`src/rtl/bcd_countdown_ctrl_pkg.sv`:
```
// -----------------------------------------------------------------------------
// timer_pkg
// Shared types and helpers for the BCD countdown controller:
//   state_t      - controller phases
//   key_t        - the single winning key of a cycle after priority resolution
//   bcd_time_t   - packed minutes:seconds pair, two BCD digits per field
//   pick_key     - Clear > Pause > Start > Load priority encoder
//   clamp_preset - forces a raw preset into a legal BCD MM:SS value
//   bcd_dec      - one-second decrement with BCD digit borrows
// -----------------------------------------------------------------------------
package timer_pkg;

  typedef enum logic [1:0] {IDLE, RUN, PAUSE, ALARM} state_t;

  typedef enum logic [2:0] {KEY_NONE, KEY_LOAD, KEY_START, KEY_PAUSE, KEY_CLEAR} key_t;

  typedef struct packed {
    logic [7:0] min;
    logic [7:0] sec;
  } bcd_time_t;

  localparam logic [7:0] SEC_MAX   = 8'h59;
  localparam logic [3:0] DIGIT_MAX = 4'h9;

  function automatic key_t pick_key(input logic load, input logic start,
                                    input logic pause, input logic clear);
    if (clear)      return KEY_CLEAR;
    else if (pause) return KEY_PAUSE;
    else if (start) return KEY_START;
    else if (load)  return KEY_LOAD;
    else            return KEY_NONE;
  endfunction

  function automatic logic [3:0] clamp_digit(input logic [3:0] d);
    return (d > DIGIT_MAX) ? DIGIT_MAX : d;
  endfunction

  // A seconds tens digit above 5 cannot be repaired digit-wise, so the whole
  // field saturates to 59.
  function automatic bcd_time_t clamp_preset(input logic [7:0] set_min,
                                             input logic [7:0] set_sec);
    bcd_time_t r;
    r.min = {clamp_digit(set_min[7:4]), clamp_digit(set_min[3:0])};
    r.sec = (set_sec[7:4] > 4'd5) ? SEC_MAX
                                  : {set_sec[7:4], clamp_digit(set_sec[3:0])};
    return r;
  endfunction

  // Caller guarantees t != 00:00, so the minutes borrow never underflows.
  function automatic bcd_time_t bcd_dec(input bcd_time_t t);
    bcd_time_t r;
    r = t;
    if (t.sec[3:0] != 4'd0) begin
      r.sec[3:0] = t.sec[3:0] - 4'd1;
    end else if (t.sec[7:4] != 4'd0) begin
      r.sec = {t.sec[7:4] - 4'd1, DIGIT_MAX};
    end else begin
      r.sec = SEC_MAX;
      if (t.min[3:0] != 4'd0) r.min[3:0] = t.min[3:0] - 4'd1;
      else                    r.min      = {t.min[7:4] - 4'd1, DIGIT_MAX};
    end
    return r;
  endfunction

endpackage

```
`src/rtl/bcd_countdown_ctrl_if.sv`:
```
// -----------------------------------------------------------------------------
// bcd_countdown_ctrl_if
// Key pulses and presets toward the controller, display/buzzer state back.
//   master : keypad/test side  (drives Load, SetMin, SetSec, Start, Pause, Clear)
//   slave  : the controller    (drives Min, Sec, Running, Alarm, Tick)
// -----------------------------------------------------------------------------
interface bcd_countdown_ctrl_if;

  logic       Load;
  logic [7:0] SetMin;
  logic [7:0] SetSec;
  logic       Start;
  logic       Pause;
  logic       Clear;
  logic [7:0] Min;
  logic [7:0] Sec;
  logic       Running;
  logic       Alarm;
  logic       Tick;

  modport master (
    output Load, SetMin, SetSec, Start, Pause, Clear,
    input  Min, Sec, Running, Alarm, Tick
  );

  modport slave (
    input  Load, SetMin, SetSec, Start, Pause, Clear,
    output Min, Sec, Running, Alarm, Tick
  );

endinterface

```
`src/rtl/tick_prescaler.sv`:
```
// -----------------------------------------------------------------------------
// tick_prescaler
// Gated divide-by-CLK_HZ counter producing the 1 Hz step strobe.
//   Clk  in  system clock
//   Rst  in  asynchronous active-low reset
//   En   in  count enable; the count holds its value while low
//   Clr  in  synchronous clear, dominant over En
//   Tick out high for the cycle in which the count sits at CLK_HZ-1 while En
// -----------------------------------------------------------------------------
module tick_prescaler #(
  parameter int CLK_HZ = 1000
) (
  input  logic Clk,
  input  logic Rst,
  input  logic En,
  input  logic Clr,
  output logic Tick
);

  localparam int             W  = (CLK_HZ > 1) ? $clog2(CLK_HZ) : 1;
  localparam logic [W-1:0]   TC = W'(CLK_HZ - 1);

  logic [W-1:0] cnt;

  // NOTE: state is written with <= so every flop samples pre-edge values;
  // blocking assignments here would create order-dependent simulation races.
  always_ff @(posedge Clk or negedge Rst) begin
    if (!Rst)          cnt <= '0;
    else if (Clr)      cnt <= '0;
    else if (En)       cnt <= (cnt == TC) ? '0 : cnt + 1'b1;
  end

  assign Tick = En && (cnt == TC);

endmodule

```
`src/rtl/bcd_countdown_ctrl.sv`:
```
// -----------------------------------------------------------------------------
// bcd_countdown_ctrl
// Countdown-timer controller: IDLE / RUN / PAUSE / ALARM sequencing of a BCD
// MM:SS register driven by a gated 1 Hz prescaler and single-cycle keys.
//   Clk  in  system clock (CLK_HZ)
//   Rst  in  asynchronous active-low reset
//   bus  slave modport: Load/SetMin/SetSec/Start/Pause/Clear in,
//        Min/Sec/Running/Alarm/Tick out (all outputs registered)
// Parameters: CLK_HZ (cycles per second), ALARM_SEC (alarm length in ticks).
// -----------------------------------------------------------------------------
module bcd_countdown_ctrl
  import timer_pkg::*;
#(
  parameter int CLK_HZ    = 1000,
  parameter int ALARM_SEC = 5
) (
  input  logic                 Clk,
  input  logic                 Rst,
  bcd_countdown_ctrl_if.slave  bus
);

  localparam int            AW         = (ALARM_SEC > 1) ? $clog2(ALARM_SEC) : 1;
  localparam logic [AW-1:0] ALARM_LAST = AW'(ALARM_SEC - 1);

  state_t         state_q, state_d;
  bcd_time_t      time_q, time_d, dec_time;
  logic [AW-1:0]  acnt_q, acnt_d;
  key_t           key;
  logic           pre_en, pre_clr, pre_tick;
  logic           tick_q, running_q, alarm_q;

  assign key      = pick_key(bus.Load, bus.Start, bus.Pause, bus.Clear);
  assign dec_time = bcd_dec(time_q);

  // A Pause or Clear edge freezes the prescaler, so a step falling on that
  // edge is deferred (Pause) or dropped (Clear). ALARM ignores Pause.
  assign pre_en = ((state_q == RUN) && (key != KEY_PAUSE) && (key != KEY_CLEAR)) ||
                  (state_q == ALARM);

  tick_prescaler #(.CLK_HZ(CLK_HZ)) u_prescaler (
    .Clk  (Clk),
    .Rst  (Rst),
    .En   (pre_en),
    .Clr  (pre_clr),
    .Tick (pre_tick)
  );

  // NOTE: every variable driven here gets a default first, so no path leaves
  // it unassigned and no latch is inferred.
  always_comb begin
    state_d = state_q;
    time_d  = time_q;
    acnt_d  = acnt_q;
    pre_clr = 1'b0;

    unique case (state_q)
      IDLE: begin
        case (key)
          KEY_CLEAR: time_d = '0;
          KEY_START: begin
            if (time_q != '0) begin
              state_d = RUN;
              pre_clr = 1'b1;
            end
          end
          KEY_LOAD:  time_d = clamp_preset(bus.SetMin, bus.SetSec);
          default:   ;
        endcase
      end

      RUN: begin
        case (key)
          KEY_CLEAR: begin
            state_d = IDLE;
            time_d  = '0;
            pre_clr = 1'b1;
          end
          KEY_PAUSE: state_d = PAUSE;
          default: begin
            if (pre_tick) begin
              time_d = dec_time;
              if (dec_time == '0) begin
                state_d = ALARM;
                acnt_d  = '0;
                pre_clr = 1'b1;
              end
            end
          end
        endcase
      end

      PAUSE: begin
        case (key)
          KEY_CLEAR: begin
            state_d = IDLE;
            time_d  = '0;
            pre_clr = 1'b1;
          end
          KEY_START: state_d = RUN;
          default:   ;
        endcase
      end

      ALARM: begin
        if ((key == KEY_CLEAR) || (key == KEY_START)) begin
          state_d = IDLE;
          time_d  = '0;
          pre_clr = 1'b1;
        end else if (pre_tick) begin
          if (acnt_q == ALARM_LAST) begin
            state_d = IDLE;
            pre_clr = 1'b1;
          end else begin
            acnt_d = acnt_q + 1'b1;
          end
        end
      end

      default: state_d = IDLE;
    endcase
  end

  // Tick is only reported for steps that leave the controller in RUN or
  // ALARM; the final alarm tick returns to IDLE silently.
  always_ff @(posedge Clk or negedge Rst) begin
    if (!Rst) begin
      state_q   <= IDLE;
      time_q    <= '0;
      acnt_q    <= '0;
      tick_q    <= 1'b0;
      running_q <= 1'b0;
      alarm_q   <= 1'b0;
    end else begin
      state_q   <= state_d;
      time_q    <= time_d;
      acnt_q    <= acnt_d;
      tick_q    <= pre_tick && ((state_d == RUN) || (state_d == ALARM));
      running_q <= (state_d == RUN);
      alarm_q   <= (state_d == ALARM);
    end
  end

  assign bus.Min     = time_q.min;
  assign bus.Sec     = time_q.sec;
  assign bus.Running = running_q;
  assign bus.Alarm   = alarm_q;
  assign bus.Tick    = tick_q;

endmodule

```
`src/flat_wrapper.sv`:
```
// flat-port wrapper written by rule: the top's interface ports become plain ports
module bcd_countdown_ctrl_flat import timer_pkg::*;
#(
  parameter int CLK_HZ    = 1000,
  parameter int ALARM_SEC = 5
)
  (Clk, Rst, bus_Load, bus_SetMin, bus_SetSec, bus_Start, bus_Pause, bus_Clear, bus_Min, bus_Sec, bus_Running, bus_Alarm, bus_Tick);
  bcd_countdown_ctrl_if bus_i ();
  input  logic Clk;
  input  logic Rst;
  input wire logic [$bits(bus_i.Load)-1:0] bus_Load;
  input wire logic [$bits(bus_i.SetMin)-1:0] bus_SetMin;
  input wire logic [$bits(bus_i.SetSec)-1:0] bus_SetSec;
  input wire logic [$bits(bus_i.Start)-1:0] bus_Start;
  input wire logic [$bits(bus_i.Pause)-1:0] bus_Pause;
  input wire logic [$bits(bus_i.Clear)-1:0] bus_Clear;
  output wire logic [$bits(bus_i.Min)-1:0] bus_Min;
  output wire logic [$bits(bus_i.Sec)-1:0] bus_Sec;
  output wire logic [$bits(bus_i.Running)-1:0] bus_Running;
  output wire logic [$bits(bus_i.Alarm)-1:0] bus_Alarm;
  output wire logic [$bits(bus_i.Tick)-1:0] bus_Tick;
  assign bus_i.Load = bus_Load;
  assign bus_i.SetMin = bus_SetMin;
  assign bus_i.SetSec = bus_SetSec;
  assign bus_i.Start = bus_Start;
  assign bus_i.Pause = bus_Pause;
  assign bus_i.Clear = bus_Clear;
  assign bus_Min = bus_i.Min;
  assign bus_Sec = bus_i.Sec;
  assign bus_Running = bus_i.Running;
  assign bus_Alarm = bus_i.Alarm;
  assign bus_Tick = bus_i.Tick;
  bcd_countdown_ctrl #(.CLK_HZ(CLK_HZ), .ALARM_SEC(ALARM_SEC)) u_core (.Clk(Clk), .Rst(Rst), .bus(bus_i));
endmodule
```
`config.mk`:
```
export PLATFORM = sky130hd
export DESIGN_NAME = bcd_countdown_ctrl_flat
export DESIGN_NICKNAME = d
export VERILOG_FILES = /design/src/rtl/bcd_countdown_ctrl_pkg.sv /design/src/rtl/bcd_countdown_ctrl_if.sv /design/src/rtl/tick_prescaler.sv /design/src/rtl/bcd_countdown_ctrl.sv /design/src/flat_wrapper.sv
export SDC_FILE = /design/constraint.sdc
export NUM_CORES = 1
export LEC_CHECK = 0
export CORE_ASPECT_RATIO = 1.1
export CORE_UTILIZATION = 58
export CTS_BUF_LIST = sky130_fd_sc_hd__clkbuf_4 sky130_fd_sc_hd__clkbuf_8 sky130_fd_sc_hd__clkbuf_16
export DETAILED_ROUTE_END_ITERATION = 8
export PLACE_DENSITY = 0.84
export SLEW_MARGIN = 10
export SYNTH_ARGS = -nofsm -noshare
export SYNTH_HDL_FRONTEND = slang
export SYNTH_HIERARCHICAL = 1
export SYNTH_SLANG_ARGS = --single-unit
```
`constraint.sdc`:
```
create_clock -name Clk -period 9.1 [get_ports Clk]
set_input_delay 1.82 -clock Clk [delete_from_list [all_inputs] [get_ports Clk]]
set_output_delay 1.82 -clock Clk [all_outputs]
set_load 0.1 [all_outputs]
```
After elaboration in Yosys (flattened, before gate mapping)

Cells that the tools add are included.

Add/sub/neg operators: 6
Order comparisons: 4
Equality and inequality tests: 24
Mux-type cells: 50
Reductions and logical operators: 18

Operator list:

| kind                    | number |
|---|---|
| $pmux W16 S2            | 2 |
| $pmux W16 S4            | 1 |
| $mux W16                | 3 |
| $mux W10                | 3 |
| $mux W3                 | 9 |
| $mux W4                 | 6 |
| $mux W8                 | 3 |
| $logic_not A16 Y1       | 1 |
| $reduce_bool A16 Y1     | 1 |
| $sub A4 B1 Y4 const B   | 4 |
| $mux W2                 | 7 |
| $gt A4 B4 Y1 const B    | 3 |
| $mux W12                | 1 |
| $ne A2 B2 Y1 const B    | 6 |
| $reduce_bool A4 Y1      | 3 |
| $add A10 B1 Y10 const B | 1 |
| $eq A10 B10 Y1 const B  | 1 |
| $mux W1                 | 9 |
| $ne A3 B2 Y1 const B    | 3 |
| $pmux W2 S2             | 2 |
| $pmux W2 S4             | 1 |
| $reduce_and A7 Y1       | 1 |
| $eq A2 B2 Y1 const B    | 3 |
| $eq A3 B2 Y1 const B    | 2 |
| other kinds (16)        | 26 |

Bits in registers: 34
Input bits: 22
Output and inout port bits: 19

Depth between registers and ports, before layout

Gate-level depths: netlist of run 1.

Depth in word-level cells: 15
Depth in mapped cells: 15

By module

Netlist of run 1, hierarchy kept.

By module, submodules not included:

| module             | times used | cells an instance | area each (um^2) | sequential area each (um^2) |
|---|---|---|---|---|
| bcd_countdown_ctrl | 1          | 226               | 1793.0           | 600.6 |
| tick_prescaler     | 1          | 63                | 625.6            | 250.2 |

Worst setup path before layout of run 1

OpenSTA, ideal clock, no wires.

Kind: in2reg
Start: in bus_Clear
End: reg u_core.u_prescaler.cnt[5]
Library setup time: 0.078 ns
Arrival: 4.464 ns
Path slack: 4.558 ns
Cell stages on the path: 15
Cells stage by stage: clkbuf_1 o21bai_1 and2_1 buf_6 inv_1 nor4_1 nand3_1 nand2_1 a21oi_1 o211ai_1 a31o_1 buf_6 o211ai_1 or3_2 a21oi_1

Longest elaborated chain between the ends: 10
Elaborated cells between the ends (all ways): 20
Those cells by class: eq/ne (5); mux (9); reduce/logical (6)

Ends and longest elaborated chain:

| what                                                  | line                                                | text |
|---|---|---|
| start, declared                                       | flat_wrapper.sv:16                                  | `input wire logic [$bits(bus_i.Clear)-1:0] bus_Clear;` |
| $mux W3 *                                             | bcd_countdown_ctrl_pkg.sv:27                        | `if (clear) return KEY_CLEAR;` |
| $ne A3 B2 Y1                                          | bcd_countdown_ctrl.sv:37                            | `assign pre_en = ((state_q == RUN) && (key != KEY_PAUSE) && (key != KEY_CLEAR)) \|\|` |
| $logic_and A1 B1 Y1                                   | bcd_countdown_ctrl.sv:37                            |  |
| $logic_and A1 B1 Y1 *                                 | bcd_countdown_ctrl.sv:37                            |  |
| $logic_or A1 B1 Y1 *                                  | bcd_countdown_ctrl.sv:37                            |  |
| named net u_core.pre_en                               | bcd_countdown_ctrl.sv:29                            | `logic pre_en, pre_clr, pre_tick;` |
| $logic_and A1 B1 Y1 *                                 | tick_prescaler.sv:33                                | `assign Tick = En && (cnt == TC);` |
| named net u_core.pre_tick                             | bcd_countdown_ctrl.sv:29                            |  |
| $mux W1 (on tied branches)                            | bcd_countdown_ctrl.sv:80, bcd_countdown_ctrl.sv:109 |  |
| $pmux W1 S2 / $mux W1 (equally long branches)         | bcd_countdown_ctrl.sv:72, bcd_countdown_ctrl.sv:105 |  |
| $pmux W1 S4 *                                         | bcd_countdown_ctrl.sv:56                            | `unique case (state_q)` |
| named net u_core.pre_clr                              | bcd_countdown_ctrl.sv:29                            |  |
| $mux W10 / $reduce_bool A2 Y1 (equally long branches) | --                                                  |  |
| end signal, assigned                                  | tick_prescaler.sv:30                                | `else if (En) cnt <= (cnt == TC) ? '0 : cnt + 1'b1;` |
| end, declared                                         | tick_prescaler.sv:23                                | `logic [W-1:0] cnt;` |

The timed path passes the listed nets; every way through them passes the cells marked *.
A chain may end at the register's enable or synchronous reset.

Worst setup path in the final report of run 1

Start: in bus_Clear
End: reg u_core.u_prescaler.cnt[7]

The elaborated chain is that of the path after synthesis.

==> impl_metrics.py, run 1 <==
metrics = {
    "clocking": {
        "postCtsSetupRepairBufs": 0,
        "ctsResizeCount": 0,
        "root_buffer": "clkbuf_8",
        "clockBufferDepth": 2,
        "ctsHoldBuffers": 0,
        "insertion_delay_ps": 280,
        "cts_buffers": 5,
        "cts_tree": "yes",
        "htree_levels": 2,
        "path_clk_slew_ps": 70,
        "clock-sinks": 34,
    },
    "synthesis": {
        "ys_async_sr_fraction_pct": 100.0,
        "synth_top_cell_by_area": "dfrtp_1",
        "seq_area_frac_synth_pct": 35.18,
        "synth_edf_count": 0,
        "synth_area_leaders": "dfrtp_1 35%, o21ai_0 6.6%, nand2_1 4.5%",
        "yosysWarnings": 6,
        "syn-mean-instance-area_sq_um": 8.369,
        "synth_area_sq_um": 2419,
        "yosysUniqueCellTypes": 59,
        "syn_inst": 289,
        "synth_nets": 319,
        "synth_common_cells": "34 x dfrtp_1, 32 x o21ai_0, 29 x nand2_1, 28 x nor2_1",
        "synth_ff_type": "dfrtp_1",
        "synth-seq-cells": 34,
        "synth_top_area_share_pct": 35.18,
        "yosysMostFrequentCell": "dfrtp_1",
    },
    "critical_path": {
        "cp-start-kind": "input pin",
        "critPathCaptureType": "flip-flop",
        "r2r_cells": 12,
        "path_max_fanout": 11,
        "worst-endpoint-arrival_ps": 5500,
        "critPathRequiredTime_ps": 9300,
        "critical_path_class": "in -> reg",
    },
    "routing": {
        "wl_per_cell_microns": 15.35,
        "vias_per_cell": 6.138,
        "ant_nets": 0,
        "vias": 2320,
        "wl_mm": 5.802,
        "drc": 0,
        "drtIter0Drc": 206,
        "drt_first_pass_iters": 5,
    },
    "floorplanning": {
        "dieHeight_microns": 69.73,
        "core_sq_um": 3994,
        "start_util_pct": 60.56,
        "die-area_sq_um": 4432,
        "row_count": 24,
        "die_x_microns": 63.57,
        "ios": 41,
    },
    "cells_and_area": {
        "syn2layout_area_growth_pct": 20.80,
        "num_antenna_cells": 0,
        "final-seq-area_sq_um": 850.8,
        "drive_gt1_share_pct": 6.748,
        "fillerInstances": 318,
        "nets": 355,
        "multi_input_area_sq_um": 1435,
    },
    "run": {
        "drv_cap": 0,
    },
    "power_and_ir_drop": {
        "p_int_uw": 269.0,
        "p_leak_uw": 0.001210,
        "peakVddDrop_mv": 0.1017,
        "switchingPower_uw": 152.3,
        "p_comb_share_pct": 31.0,
        "powerDensity_nw_per_um2": 144.2,
        "swShare_pct": 36.14,
        "clockPowerShare_pct": 28.2,
        "seqPwrFrac_pct": 40.8,
    },
    "sta": {
        "relSlewSlack_pct": 18.21,
        "setup_viol": 0,
        "worst_pin_slew_ps": 1217,
        "fin_crit_sh_pct": 58.20,
        "hold_viol": 0,
        "fmaxAchievable_mhz": 188.8,
        "grt_setup_unrepaired": "no",
        "finalClockSkew_ps": 2.568,
        "period_needed_ps": 5296,
        "finalSetupTns_ps": 0,
        "hold_ws_ps": 567.7,
        "report.final.slew_viol_count": 0,
    },
    "global_routing": {
        "met2_usage_pct": 44.92,
        "grt_pass1_vias": 2228,
        "grt_pass1_wl_mm": 9.846,
        "antenna_found_initial": 0,
        "grt_max_degree": 35,
        "grt.busiest_layer": "met2",
        "overflow": 0,
        "grt_util_all_layers_pct": 28.17,
        "gr-usage-met3_pct": 6.086,
        "use_met1_pct": 34.88,
    },
    "status": {
        "status": "finished, final reports clean",
    },
    "place": {
        "gp_congestion": 0.9012,
        "io_buffers": 40,
        "place_hpwl_mm": 4.246,
    },
    "min_path": {
        "hp-class": "reg -> reg",
        "hold_path_depth": 1,
    },
}
==> per-layer routing <==
layer	vias to the layer above	share of wire, %
met5	-	0
met4	0	3.1
met3	18	6.9
met2	108	47
met1	1054	43
li1	1140	-
==> kinds of logic after synthesis <==
kind of cell	synth area share [%]
DFF	35.18
and+or+nand+nor	27.42
xor gates and xnor gates	1.811
muxes	1.759
buffers and inverters	5.483
adders and majority gates	4.139
AOI/OAI and AO/OA	24.21
==> state kept, by name (all words and copies together) (netlist names) <==
| signal | count |
|---|---|
| u_core/bus.Min | 8 |
| u_core/bus.Alarm | 1 |
| u_core/bus.Running | 1 |
| u_core/bus.Tick | 1 |
| u_core/bus.Sec | 8 |
| u_core/acnt_q | 3 |
| u_core/state_q | 2 |
| u_core/u_prescaler/cnt | 10 |
==> cells in the final DEF (no fill, tap or decap), types with 6 or more instances in the layout <==
master	netlist	routed
nand3_1	16	16
inv_1	16	16
nor2_1	28	28
a22o_1	10	10
o21ai_0	32	32
ha_1	8	8
nand2_1	29	29
a21oi_1	14	14
dfrtp_1	34	34
clkdlybuf4s50_1	0	40
clkbuf_8	0	6
==> area by class of cell <==
class	count	area share (%)
Inverter	16	2.056
Multi-Input combinational cell	226	49.12
Sequential cell	34	29.12
Clock inverter	1	0.1713
Clock buffer	7	3.084
Tap cell	52	2.227
Timing Repair Buffer	42	14.22
==> stage by stage <==
stage	cell area (sq um)	instances	worst slack [ps]	power, uW	utilization (%)
after floorplan	2419	289	4558	265.9	-
after global placement	2826	370	3722	302.0	70.77
after detailed placement	2826	370	3585	303.8	70.77
after CTS	2922	378	3878	424.5	73.15
after global routing	2922	378	3383	442.6	73.15
final	2922	378	3804	421.3	73.15
==> final timing paths <==
kind                       slack [ps]               from                   endpoint
min in group asynchronous        1950                Rst           u_core/acnt_q[2]
max reg2reg                      5450  u_core/state_q[1]  u_core/u_prescaler/cnt[7]
min                               570  u_core/bus.Min[3]          u_core/bus.Min[3]
max                              3800          bus_Clear  u_core/u_prescaler/cnt[7]
max in group asynchronous        6830                Rst           u_core/acnt_q[0]
min reg2reg                       570  u_core/bus.Min[3]          u_core/bus.Min[3]
==> power groups by stage <==
stage          registers, uW  clock network, uW  logic (uW)
3_5_place_dp             174                  0         129
3_3_place_gp             174                  0         128
5_1_grt                  173                128         141
6_report                 172                119         131
4_1_cts                  172                123         130
2_1_floorplan            203                  0        63.0
==> worst max-delay path, stage by stage <==
cell and delay (ps):
clkdlybuf4s50_1 570, o21bai_1 250, and2_1 320, inv_1 170, nor4_1 720, nand3_1 220, nand2_1 100, a21oi_1 60
o211ai_1 180, a31o_1 280, o211ai_1 190, or4_1 440, a21oi_1 170
(Power assumes the default switching activity.)
==> run 2: changes to the inputs <==
--- a/config.mk
+++ b/config.mk
@@ -6,10 +6,10 @@
 export NUM_CORES = 1
 export LEC_CHECK = 0
 export CORE_ASPECT_RATIO = 1.1
-export CORE_UTILIZATION = 58
+export CORE_UTILIZATION = 53
 export CTS_BUF_LIST = sky130_fd_sc_hd__clkbuf_4 sky130_fd_sc_hd__clkbuf_8 sky130_fd_sc_hd__clkbuf_16
 export DETAILED_ROUTE_END_ITERATION = 8
-export PLACE_DENSITY = 0.84
+export PLACE_DENSITY = 0.78
 export SLEW_MARGIN = 10
 export SYNTH_ARGS = -nofsm -noshare
 export SYNTH_HDL_FRONTEND = slang
==> constraint.sdc (replaced) <==
create_clock -name Clk -period 4.9 [get_ports Clk]
set_input_delay 0.98 -clock Clk [delete_from_list [all_inputs] [get_ports Clk]]
set_output_delay 0.98 -clock Clk [all_outputs]
set_load 0.1 [all_outputs]
==> run 2 against run 1 <==
Against the previous run: clock skew rose by 0.79 ps; clock power increased by 87%; critical endpoint is now u_core/u_prescaler/cnt[6]; global-route usage is 0.16 points lower; combinational power up 87%; final cell count up 1.6%; sequential cell count is the same; via count increased by 0.91%; cell area up 1.1%; critical path type unchanged; register-to-register slack worse by 4200 ps; total power grew 87%; core utilization fell by 5.2 points; first-iteration DRC count rose by 19%.
==> impl_metrics.py, run 2 (synthesis gave the netlist of run 1 again) <==
metrics = {
    "global_routing": {
        "grt_pass1_wl_mm": 10.29,
        "grt_pass1_vias": 2229,
        "antenna_found_initial": 0,
        "grt_util_all_layers_pct": 28.01,
        "overflow": 0,
        "grt_max_degree": 35,
    },
    "sta": {
        "finalSetupTns_ps": 0,
        "fmaxAchievable_mhz": 250.7,
        "setup_ws_ps": 911.8,
        "period_needed_ps": 3988,
        "grt_setup_unrepaired": "no",
        "report.final.slew_viol_count": 0,
        "fin_crit_sh_pct": 81.39,
        "worst_pin_slew_ps": 1000,
        "relSlewSlack_pct": 33.12,
        "hold_viol": 0,
        "finalClockSkew_ps": 3.354,
        "setup_viol": 0,
    },
    "place": {
        "gp_congestion": 0.9157,
        "place_ws_ps": 647.8,
        "io_buffers": 40,
        "place_hpwl_mm": 4.343,
    },
    "floorplanning": {
        "die-area_sq_um": 4838,
        "start_util_pct": 55.63,
        "ios": 41,
        "row_count": 25,
        "dieHeight_microns": 72.85,
        "die_x_microns": 66.41,
        "core_sq_um": 4348,
    },
    "routing": {
        "wl_mm": 6.083,
        "vias_per_cell": 6.096,
        "drtIter0Drc": 246,
        "dr_wl_met2_mm": 2.964,
        "drt_first_pass_iters": 5,
        "top_layer": "met4",
        "drc": 0,
        "vias": 2341,
        "m1WireLength_mm": 2.553,
        "wl_per_cell_microns": 15.84,
        "route.met3.wl_microns": 435,
        "ant_nets": 0,
    },
    "cells_and_area": {
        "largest-register": "u_core/u_prescaler/cnt",
        "drive_gt1_share_pct": 7.879,
        "syn2layout_area_growth_pct": 22.14,
        "largest_reg_flops": 10,
        "layout_commonest_cell": "clkdlybuf4s50_1",
        "fillerInstances": 363,
        "nets": 359,
        "final_cell_mix": "40 x clkdlybuf4s50_1, 34 x dfrtp_1, 32 x o21ai_0",
        "num_antenna_cells": 0,
        "fin_util_pct": 67.94,
    },
    "clocking": {
        "root_buffer": "clkbuf_8",
        "path_clk_slew_ps": 70,
        "htree_levels": 2,
        "cts_tree": "yes",
        "insertion_delay_ps": 290,
        "clock-sinks": 34,
        "postCtsSetupRepairBufs": 0,
        "ctsResizeCount": 0,
        "ctsHoldBuffers": 0,
        "cts_buffers": 5,
        "clockBufferDepth": 2,
    },
    "critical_path": {
        "path_max_fanout": 9,
        "r2r-start": "u_core/bus.Sec[0]",
        "critPathRequiredTime_ps": 5100,
        "crit_start": "bus_Pause",
        "r2r_cells": 11,
        "critPathCaptureType": "flip-flop",
        "reg2reg_slack_ps": 1260,
        "path_buf_inv": 3,
        "crit_end": "u_core/u_prescaler/cnt[6]",
        "worst-endpoint-arrival_ps": 4190,
        "critical_path_class": "in -> reg",
        "cp_top_family": "simple AND/OR/NAND/NOR gates",
        "r2r_end": "u_core/u_prescaler/cnt[6]",
        "crit_path_top_delay_cell": "clkdlybuf4s50_1",
        "cp-start-kind": "input pin",
        "path_cells": "clkdlybuf4s50_1 > o21bai_1 > and2_1 > inv_1 > nor4_1 > buf_4 > nand3_1 > nand2_1 > a21oi_1 > o211ai_1 > a31o_1 > o211ai_1 > or3_1 > a21oi_1",
        "slowest_delay_ps": 550,
        "crit_cells": 14,
    },
    "power_and_ir_drop": {
        "p_leak_uw": 0.001231,
        "power_uw": 787.6,
        "powerDensity_nw_per_um2": 266.6,
        "peakVddDrop_mv": 0.1790,
    },
    "status": {
        "status": "finished, final reports clean",
    },
    "run": {
        "drv_cap": 0,
    },
    "min_path": {
        "hp-class": "reg -> reg",
    },
}
[run 2: cell types whose count changed in the layout (fill, tap and decap cells not counted)]
cell and change:
buf_4 +4
[run 2: area by class of cell]
type,count,area [sq um],area share [%]
inverters,16,60.06,2.033
clock buffers,7,90.09,3.050
multi-input cells,226,1435,48.58
flip-flops and latches,34,850.8,28.80
well taps,54,67.56,2.287
clock inverters,1,5.005,0.1694
repair buffers,46,445.4,15.08
[run 2: routing by layer]
metal | up-vias | track usage, %
met5 | - | 0
met2 | 99 | 46.37
met1 | 1088 | 35.43
li1 | 1139 | -
met4 | 0 | 10.64
met3 | 15 | 6.250
[run 2: worst register-to-register path, cell delays in order (launching register included)]
cell and delay (ps):
dfrtp_1 450, inv_1 110, ha_1 220, nor4b_4 400
and3_2 300, mux2i_1 80, or4b_4 560, nor4_2 280
a31o_1 380, o211ai_1 200, or3_1 380, a21oi_1 190
[run 2: worst min-delay path by stage]
| stage | start | end | slack (ps) | cells after the start |
|---|---|---|---|---|
| 2_1_floorplan | u_core/acnt_q[2] | u_core/acnt_q[2] | 540 | 2 |
| 5_1_grt | u_core/bus.Min[3] | u_core/bus.Min[3] | 610 | 1 |
| 3_3_place_gp | u_core/u_prescaler/cnt[1] | u_core/u_prescaler/cnt[1] | 560 | 2 |
| 4_1_cts | u_core/bus.Min[3] | u_core/bus.Min[3] | 580 | 1 |
| 3_5_place_dp | u_core/bus.Min[3] | u_core/bus.Min[3] | 560 | 1 |
| 6_report | u_core/bus.Min[3] | u_core/bus.Min[3] | 580 | 1 |
[run 2: power by group]
group | internal, uW | switching, uW | total (uW) | leakage (uW)
Sequential | 296 | 23.7 | 320 | 0.000458
Combinational | 86.2 | 159 | 245 | 0.000721
Clock | 119 | 104 | 223 | 0.0000517
Total | 501 | 287 | 788 | 0.00123
[run 2: stage by stage]
stage               hold slack (ps)  instances  area (sq um)
floorplan                     535.7        289          2419
global placement              560.8        376          2859
detailed placement            562.1        376          2859
CTS                           577.6        384          2954
global route                  613.3        384          2954
finish                        577.5        384          2954
